===== config.mk =====
export PLATFORM = sky130hd
export DESIGN_NAME = imm_operand_encoder
export DESIGN_NICKNAME = d
export VERILOG_FILES = /design/src/rtl/imm_operand_encoder.sv
export SDC_FILE = /design/constraint.sdc
export NUM_CORES = 1
export LEC_CHECK = 0
export CORE_MARGIN = 2
export CORE_UTILIZATION = 24
export DETAILED_ROUTE_END_ITERATION = 6
export PLACE_DENSITY = 0.46
export SETUP_SLACK_MARGIN = 0.5
export SLEW_MARGIN = 20
export SYNTH_ARGS = -nofsm -noshare
export SYNTH_HDL_FRONTEND = slang
export SYNTH_SLANG_ARGS = --single-unit
export TNS_END_PERCENT = 30

===== constraint.sdc =====
create_clock -name clk -period 3.06 [get_ports clk]
set_clock_uncertainty 0.05 [all_clocks]
set_input_delay 0.459 -clock clk [delete_from_list [all_inputs] [get_ports clk]]
set_output_delay 0.459 -clock clk [all_outputs]
set_load 0.005 [all_outputs]

===== src/rtl/imm_operand_encoder.sv =====
// -----------------------------------------------------------------------------
// imm_operand_encoder
//   Finds the 12-bit shifter_operand encoding for a 32-bit constant. This is
//   the inverse of the execute-stage Val2 operand generator.
//   - ld_str=0 (data-processing immediate): the constant must equal
//     ROR({24'b0,immed_8}, 2*rotate_imm). The search tries one rotation per
//     cycle, starting at rotate_imm=0. The first hit wins, so the encoding
//     returned is unique.
//   - ld_str=1 (load/store offset): the constant must be a sign-extended
//     12-bit value. This check takes a single SEARCH cycle.
//
// Handshake: a request is accepted only on a cycle where start=1 and busy=0.
//   value and ld_str are captured on that edge. While busy=1, start, value and
//   ld_str are ignored. done is a one-cycle pulse that marks found and
//   shift_operand valid. Those two outputs then hold until the next search
//   completes.
//
// Ports
//   clk            in   1   rising-edge clock
//   rst            in   1   synchronous reset, active-high
//   start          in   1   request pulse (sampled in IDLE only)
//   ld_str         in   1   0 = rotate-immediate search, 1 = signed-12 check
//   value          in   32  constant to encode
//   busy           out  1   high in SEARCH and DONE
//   done           out  1   one-cycle result-valid pulse
//   found          out  1   an encoding exists
//   shift_operand  out  12  {rotate_imm,immed_8} or value[11:0]; 0 if !found
//   dbg_state      out  2   current FSM state (0=IDLE, 1=SEARCH, 2=DONE)
// -----------------------------------------------------------------------------
module imm_operand_encoder #(
   parameter int ROT_STEPS = 16
) (
   input  logic        clk,
   input  logic        rst,
   input  logic        start,
   input  logic        ld_str,
   input  logic [31:0] value,
   output logic        busy,
   output logic        done,
   output logic        found,
   output logic [11:0] shift_operand,
   output logic [1:0]  dbg_state
);

   typedef enum logic [1:0] {
      IDLE   = 2'd0,
      SEARCH = 2'd1,
      DONE   = 2'd2
   } state_t;

   localparam logic [3:0] ROT_LAST = 4'(ROT_STEPS - 1);

   state_t      state_q, state_d;
   logic [3:0]  rot_q, rot_d;
   logic [31:0] value_q, value_d;
   logic        ld_str_q, ld_str_d;
   logic        found_q, found_d;
   logic [11:0] op_q, op_d;

   // Left-rotate by 2*rot. Shifting the doubled word left and keeping the
   // upper half avoids a shift-by-32 corner case when rot is 0.
   logic [4:0]  rot_amt;
   logic [63:0] dbl_shift;
   logic [31:0] cand;
   logic        sext12_ok;

   assign rot_amt   = {rot_q, 1'b0};
   assign dbl_shift = {value_q, value_q} << rot_amt;
   assign cand      = dbl_shift[63:32];

   // The value is a sign-extended 12-bit offset when bits 31..11 are all copies
   // of the sign bit.
   assign sext12_ok = (value_q[31:11] == '0) || (value_q[31:11] == '1);

   always_comb begin
      state_d  = state_q;
      rot_d    = rot_q;
      value_d  = value_q;
      ld_str_d = ld_str_q;
      found_d  = found_q;
      op_d     = op_q;
      case (state_q)
         IDLE: begin
            if (start) begin
               value_d  = value;
               ld_str_d = ld_str;
               rot_d    = '0;
               state_d  = SEARCH;
            end
         end
         SEARCH: begin
            if (ld_str_q) begin
               found_d = sext12_ok;
               op_d    = sext12_ok ? value_q[11:0] : 12'h000;
               state_d = DONE;
            end else if (cand[31:8] == '0) begin
               found_d = 1'b1;
               op_d    = {rot_q, cand[7:0]};
               state_d = DONE;
            end else if (rot_q == ROT_LAST) begin
               found_d = 1'b0;
               op_d    = 12'h000;
               state_d = DONE;
            end else begin
               rot_d = rot_q + 4'd1;
            end
         end
         DONE: begin
            state_d = IDLE;
         end
         default: begin
            state_d = IDLE;
         end
      endcase
   end

   always_ff @(posedge clk) begin
      if (rst) begin
         state_q  <= IDLE;
         rot_q    <= '0;
         value_q  <= '0;
         ld_str_q <= 1'b0;
         found_q  <= 1'b0;
         op_q     <= '0;
      end else begin
         state_q  <= state_d;
         rot_q    <= rot_d;
         value_q  <= value_d;
         ld_str_q <= ld_str_d;
         found_q  <= found_d;
         op_q     <= op_d;
      end
   end

   assign busy          = (state_q != IDLE);
   assign done          = (state_q == DONE);
   assign found         = found_q;
   assign shift_operand = op_q;
   assign dbg_state     = state_q;

endmodule


### Word-level counts from Yosys, hierarchy flattened

Index checks and enable logic that the tools add are counted.

| cells by class | value |
|---|---|
| add/subtract/negate cells | 1 |
| eq/ne operators | 9 |
| mux-type cells | 17 |
| shift operators | 1 |
| reduce and logical (&&, ||, !) cells | 11 |

Operators by type and width:

| kind | number |
|---|---|
| $shl A64 B5 Y64 | 1 |
| $mux W12 | 4 |
| $logic_not A24 Y1 | 1 |
| $eq A21 B21 Y1 const B | 1 |
| $logic_not A21 Y1 | 1 |
| $mux W4 | 4 |
| $mux W2 | 4 |
| $ne A2 B2 Y1 const B | 4 |
| $pmux W4 S2 | 1 |
| $reduce_and A2 Y1 | 3 |
| $reduce_and A5 Y1 | 1 |
| $add A4 B1 Y4 const B | 1 |
| $eq A4 B4 Y1 const B | 1 |
| $ne A4 B4 Y1 const B | 1 |
| $pmux W2 S2 | 1 |
| $reduce_bool A2 Y1 | 2 |
| $mux W1 | 3 |
| $reduce_bool A3 Y1 | 1 |
| $eq A2 B1 Y1 const B | 1 |
| $eq A2 B2 Y1 const B | 1 |
| $logic_not A2 Y1 | 1 |
| $logic_or A1 B1 Y1 | 1 |

| word-level totals | value |
|---|---|
| bits in registers | 52 |
| output and inout port bits | 17 |
| logic and storage cells | 45 |

### Longest topological paths before layout

Gate-level depths: netlist of run 1.

| logic depth | value |
|---|---|
| depth in word-level cells | 5 |
| gate-level depth with buffers | 12 |
| gate-level depth less buffers | 8 |

### Worst setup path after synthesis of run 1

No wires, ideal clock.

| timing | value |
|---|---|
| path kind | flip-flop to flip-flop |
| start | register rot_q[0] |
| end | register rot_q[0] |
| data arrival time | 2487 ps |
| cell stages (with the launch flop) | 11 |
| data required time | 2894 ps |
| path slack | 407 ps |
| path through | dfxtp_1 -> buf_6 -> buf_6 -> inv_2 -> mux4_2 -> a211o_1 -> o2111a_1 -> a31o_4 -> a311oi_4 -> nor2_2 -> a31o_2 |

| on the way | value |
|---|---|
| word-level cells in the longest chain between the ends | 5 |
| elaborated cells between the ends (all ways) | 11 |

Ends and longest elaborated chain:

| what | line | text |
|---|---|---|
| start, declared | 54 | `logic [3:0] rot_q, rot_d;` |
| start signal, assigned | 127 | `rot_q <= rot_d;` |
| branches (longest 5 deep; another with $shl A64 B5 Y64) | n/a |  |

Several ways; the timed one is not identified. The select of a mux whose other input is x is not followed.
A chain may end at the register's enable or synchronous reset.

### Worst setup path in the final report of run 1

| timing | value |
|---|---|
| start | register rot_q[1] |
| end | register rot_q[0] |

| on the way | value |
|---|---|
| word-level cells in the longest chain between the ends | 4 |
| elaborated cells between the ends (all ways) | 6 |

Ends and longest elaborated chain:

| what | line | text |
|---|---|---|
| $shl A64 B5 Y64 | 68 | `assign dbl_shift = {value_q, value_q} << rot_amt;` |
| $logic_not A24 Y1 | 96 | `end else if (cand[31:8] == '0) begin` |
| $ne A2 B2 Y1 (no source line) | n/a |  |
| $reduce_and A5 Y1 (no source line) * | n/a |  |

Every way passes the cells marked *; elsewhere a longest branch is shown, timed or not.

==> results.json, run 1 <==
{
  "yosys-top-cells-area": "dfxtp_1 26%, mux4_2 14%, nand2_1 9.0%, a21oi_1 5.1%, mux2i_1 3.0%",
  "synth_top_area_cell": "dfxtp_1",
  "grt_pass1_wl_um": 23800,
  "setup_violations": 0,
  "power_frac_seq": 0.387,
  "p_int_mw": 1.36,
  "cts.sinks": 52,
  "clkPwrFrac": 0.277,
  "cts-buffers-inserted": 5,
  "maxCapViolations": 0,
  "die_x_um": 132,
  "reg2regPathDepth": 11,
  "core-area_mm2": 0.0159,
  "place_congestion": 0.958,
  "holdPathStages": 2,
  "io_pins": 53,
  "initial_utilization": 0.247,
  "num_vias": 4065,
  "fin_crit_ns": 2.90,
  "ant_nets": 0,
  "grt_pass1_vias": 4004,
  "pwr_density_cell_mw_per_mm2": 378,
  "synth_top_cell_area_share": 0.264,
  "period_share": 0.946,
  "power_mw": 2.03,
  "die_area_mm2": 0.0175,
  "wirelength_um": 14900,
  "clock_latency_ns": 0.31,
  "synth_edf_count": 0,
  "antenna_found_initial": 0,
  "dp_hpwl_um": 11100,
  "cts_tree": "built",
  "crit_required_ns": 3.21,
  "diodes": 0,
  "finalHoldViolations": 0,
  "routedWlPerCell_um": 19.5,
  "swShare": 0.330,
  "syn_to_final_growth_pct": 36.3,
  "drc": 0,
  "vias_per_cell": 5.31,
  "pre_cts_ws_ns": 0.0742,
  "rsz0062_at_grt": "yes",
  "p_sw_uw": 669,
  "drive_gt1_frac": 0.273,
  "status": "completed",
  "yosys_warnings": 0,
  "grt-ovfl-total": 0,
  "cp.arrival_ns": 3.05,
  "holdWs_ns": 0.422,
  "syn_avg_cell_area_um2": 8.37,
  "grt_max_degree": 34,
  "syn_area_mm2": 0.00394,
  "cp-end-kind": "flop",
  "synth_common_cells": "94 x nand2_1, 52 x dfxtp_1, 40 x a21oi_1",
  "yosysMostFrequentCell": "nand2_1",
  "syn-num-nets": 508,
  "vdd_drop_max_mv": 0.211,
  "clk_pin_slew_ns": 0.07,
  "fin_cells": 765,
  "grtUsageTotal": 0.174,
  "slew_headroom": 0.551,
  "placedCellCount": 748,
  "final_nets": 586,
  "synth_cell_types": 67,
  "clock_path_buffers": 2,
  "cp_max_fo": 10,
  "synth_top_flop_cell": "dfxtp_1",
  "drt-pass1-iter-count": 5,
  "tightest_slew_ns": 0.673,
  "slew_violations": 0,
  "p_leak_nw": 1.90,
  "ys_seq_area_frac": 0.264,
  "synth_seq_cells": 52,
  "fp.dieH_um": 132,
  "port_buffers": 52,
  "root_buffer": "clkbuf_16",
  "timing.setup.tns_ns": 0,
  "startpoint_type": "flop",
  "max_freq_mhz": 345,
  "synthCells": 471,
  "rows": 46,
  "drt_iter0_drc": 363,
  "pwr-share-comb": 0.336,
  "async_flop_share": 0,
  "crit_type": "reg -> reg",
  "cts_max_level": 2,
  "hold_class": "reg -> reg",
  "setup_ws_ns": 0.164
}
## sequential cells by signal, indices dropped and copies added (netlist names)
register	count
ld_str_q	1
rot_q	4
dbg_state	2
found	1
shift_operand	12
value_q	32
## kinds of logic (layout without fill, tap and decap cells)
family / Yosys count / in the layout / share of synthesized area
multiplexers: 48 / 48 / 0.205
buffers and inverters: 67 / 144 / 0.0867
AO/OA/AOI/OAI: 107 / 107 / 0.201
flip-flops: 52 / 52 / 0.264
adder cells (fa/ha/maj): 1 / 1 / 0.00317
AND/OR/NAND/NOR: 195 / 196 / 0.236
XOR/XNOR: 1 / 1 / 0.00413
## power groups by stage
stage | Clock [mW] | Sequential, mW | Combinational, mW
after detailed placement | 0 | 0.799 | 0.637
final | 0.561 | 0.785 | 0.682
after global routing | 0.600 | 0.790 | 0.736
after global placement | 0 | 0.801 | 0.637
after floorplan | 0 | 0.764 | 0.388
after CTS | 0.576 | 0.783 | 0.673
## critical path, stage by stage (launching register included)
cell and delay, ns:
dfxtp_4 0.38, buf_12 0.15, buf_4 0.18, nor4bb_1 0.13, nor4_1 0.44, nor4b_2 0.13
or2_4 0.25, a31o_4 0.25, buf_12 0.13, a311oi_4 0.34, nor2_2 0.10, a31o_2 0.25
## cell usage in the layout, fill, tap and decap left out, drive strengths merged, types with 2 or more instances in the layout
cell	instances
clkdlybuf4s50	51
nor2b	8
nor3	19
nand3	3
buf	70
a311oi	3
o2111ai	2
a21oi	40
nor4	8
and3	3
o221a	2
a221oi	10
nand4	6
nor4b	3
o21a	2
mux4	25
o211ai	3
or2	4
a31oi	7
mux2	11
o21ai	5
and2	5
or3	6
nand2b	5
nand2	94
o2111a	2
nor2	26
a211oi	13
clkbuf	5
and4b	2
a2111oi	6
mux2i	12
a31o	3
dfxtp	52
inv	15
## metal layers
| metal | GRT usage | share of wire |
|---|---|---|
| met2 | 0.276 | 0.47 |
| met1 | 0.245 | 0.45 |
| met5 | 0 | 0 |
| met4 | 0.0477 | 0.017 |
| met3 | 0.0281 | 0.065 |
## final cells by class
type / count / area, µm²
Multi-Input combinational cell: 353 / 2680
Sequential cell: 52 / 1050
Timing Repair Buffer: 122 / 1170
Clock buffer: 5 / 125
Fill cell: 1692 / 10600
Inverter: 15 / 58.8
Clock inverter: 2 / 12.5
Tap cell: 216 / 270
## timing repair
| action | in CTS | in global routing |
|---|---|---|
| pin swaps | 6 | 1 |
| setup endpoints to repair | 19 | 19 |
| hold buffers | 0 | 0 |
| cloned | 2 | 1 |
| endpoints found under the hold margin | 0 | 0 |
| gates resized for setup | 17 | 4 |
| setup buffers | 7 | 0 |
## through the flow
stage	instance area, µm²	utilization
global route	5370	0.337
global placement	5020	0.315
floorplan	3990	-
CTS	5340	0.335
detailed placement	5020	0.315
finish	5370	0.337
## worst paths after layout
path | startpoint | to | slack [ns]
worst min register to register | shift_operand[3] | shift_operand[3] | 0.42
worst max register to register | rot_q[1] | rot_q[0] | 0.16
worst max-delay path | rot_q[1] | rot_q[0] | 0.16
worst min-delay path | shift_operand[3] | shift_operand[3] | 0.42
Power figures use the tool's default switching activity.
==> inputs of run 2 (changes only) <==
PLACE_DENSITY = 0.48   (was 0.46)
REMOVE_ABC_BUFFERS = 1   (was unset)
clock period = 2.6 ns   (was 3.06 ns; I/O delays follow)
==> results.json, run 2 (synthesized netlist as in run 1, its figures left out) <==
{
  "grt_pass1_vias": 4324,
  "routedWlPerCell_um": 18.0,
  "vdd_drop_max_mv": 0.226,
  "finalHoldViolations": 0,
  "port_buffers": 52,
  "nFillCells": 1627,
  "fp.dieH_um": 132,
  "period_share": 1.13,
  "syn_to_final_growth_pct": 56.3,
  "cp-end-kind": "flop",
  "cts-buffers-inserted": 5,
  "detailed_place.area_mm2": 0.00555,
  "most-common-layout-cells": "127 x buf_4, 92 x nand2_1, 51 x clkdlybuf4s50_1, 49 x dfxtp_1, 39 x a21oi_1",
  "setup_ws_ns": -0.341,
  "grt-ovfl-total": 0,
  "fin_area_mm2": 0.00616,
  "startpoint_type": "flop",
  "clk_pin_slew_ns": 0.07,
  "drt_iter0_drc": 280,
  "grt_max_degree": 34,
  "slew_violations": 0,
  "ant_nets": 0,
  "max_freq_mhz": 340,
  "antenna_found_initial": 0,
  "dp_hpwl_um": 11600,
  "drc": 0,
  "cp.arrival_ns": 3.10,
  "tightest_slew_ns": 0.658,
  "rsz0062_at_grt": "yes",
  "setup_violations": 19,
  "layout_commonest_cell": "buf_4",
  "violations": "setup timing",
  "crit_type": "reg -> reg",
  "fin_crit_ns": 2.94,
  "num_vias": 4279,
  "clock_path_buffers": 2,
  "root_buffer": "clkbuf_16",
  "initial_utilization": 0.247,
  "drive_gt1_frac": 0.383,
  "diodes": 0,
  "pre_cts_ws_ns": -0.440,
  "crit_required_ns": 2.76,
  "grtUsageTotal": 0.177,
  "vias_per_cell": 5.06,
  "slew_headroom": 0.560,
  "cts_max_level": 2,
  "rows": 46,
  "holdWs_ns": 0.410,
  "cp_max_fo": 7,
  "cts_tree": "built",
  "hold_class": "reg -> reg",
  "cts.sinks": 52,
  "drt-pass1-iter-count": 4,
  "cts_hold_buf": 0,
  "final_nets": 666,
  "place_congestion": 0.901,
  "wirelength_um": 15200,
  "core-area_mm2": 0.0159,
  "clock_latency_ns": 0.31,
  "power_mw": 2.60,
  "die_x_um": 132,
  "largest_register_ffs": 32,
  "pwr_density_cell_mw_per_mm2": 422,
  "r2r_slack_ns": -0.34,
  "p_leak_nw": 2.33,
  "maxCapViolations": 0,
  "io_pins": 53,
  "die_area_mm2": 0.0175,
  "largest_register": "value_q",
  "status": "finished, violations left",
  "grt_pass1_wl_um": 24200
}
==> run 2: changes by cell type in the layout (fill, tap and decap cells not counted), sizes merged <==
cell      previous run  this run
clkinvlp             1         0
clkinv               1         0
bufbuf               1         0
o2111ai              2         3
clkbuf               5         8
buf                 70       150
==> run 2: path summary, 6_finish.rpt <==
| path | startpoint | to | cells after the start |
|---|---|---|---|
| setup / recovery | rot_q[0] | shift_operand[6] | 11 |
| hold / removal | shift_operand[3] | shift_operand[3] | 2 |
| setup reg to reg | rot_q[0] | shift_operand[6] | 11 |
| hold reg to reg | shift_operand[3] | shift_operand[3] | 2 |
==> run 2: where the power goes <==
| group | leakage (nW) | total [mW] | switching [mW] | internal (mW) |
|---|---|---|---|---|
| logic | 1.83 | 0.987 | 0.451 | 0.536 |
| registers | 0.427 | 0.917 | 0.0730 | 0.844 |
| clock network | 0.0712 | 0.694 | 0.309 | 0.385 |
==> run 2: stage by stage <==
step	setup TNS, ns	util	std cells
global route	-6.94	0.387	846
floorplan	-24.54	-	419
detailed placement	-6.72	0.348	819
finish	-4.91	0.387	846
global placement	-5.77	0.348	819
CTS	-4.10	0.384	845
==> run 2: repair_timing <==
| item | CTS | global route |
|---|---|---|
| cloned | 2 | 0 |
| endpoints found under the setup margin | 19 | 19 |
| setup buffers | 16 | 1 |
| resized for setup | 53 | 6 |
| pin swaps | 14 | 5 |
==> run 2: area by class of cell <==
class	instances	area, µm²	share of cell area
Inverter	15	58.8	0.00954
Sequential cell	52	1050	0.170
Timing Repair Buffer	201	1800	0.293
Tap cell	216	270	0.0439
Multi-Input combinational cell	354	2830	0.460
Clock buffer	8	146	0.0238
==> run 2: worst max-delay path: stages, from the launching register on <==
cell       delay, ns
dfxtp_4         0.37
buf_6           0.12
buf_6           0.12
mux4_2          0.52
or2_4           0.28
a2111oi_4       0.21
o2111ai_2       0.18
buf_4           0.20
nand2b_4        0.10
and4b_4         0.30
o211ai_1        0.11
a311oi_1        0.28
==> run 2: metal layers <==
layer,vias to the layer above,share of wire,global-route usage
met5,-,0,0
met4,0,0.027,0.0586
met3,31,0.047,0.0319
met2,132,0.47,0.291
met1,2045,0.45,0.233
li1,2071,-,-
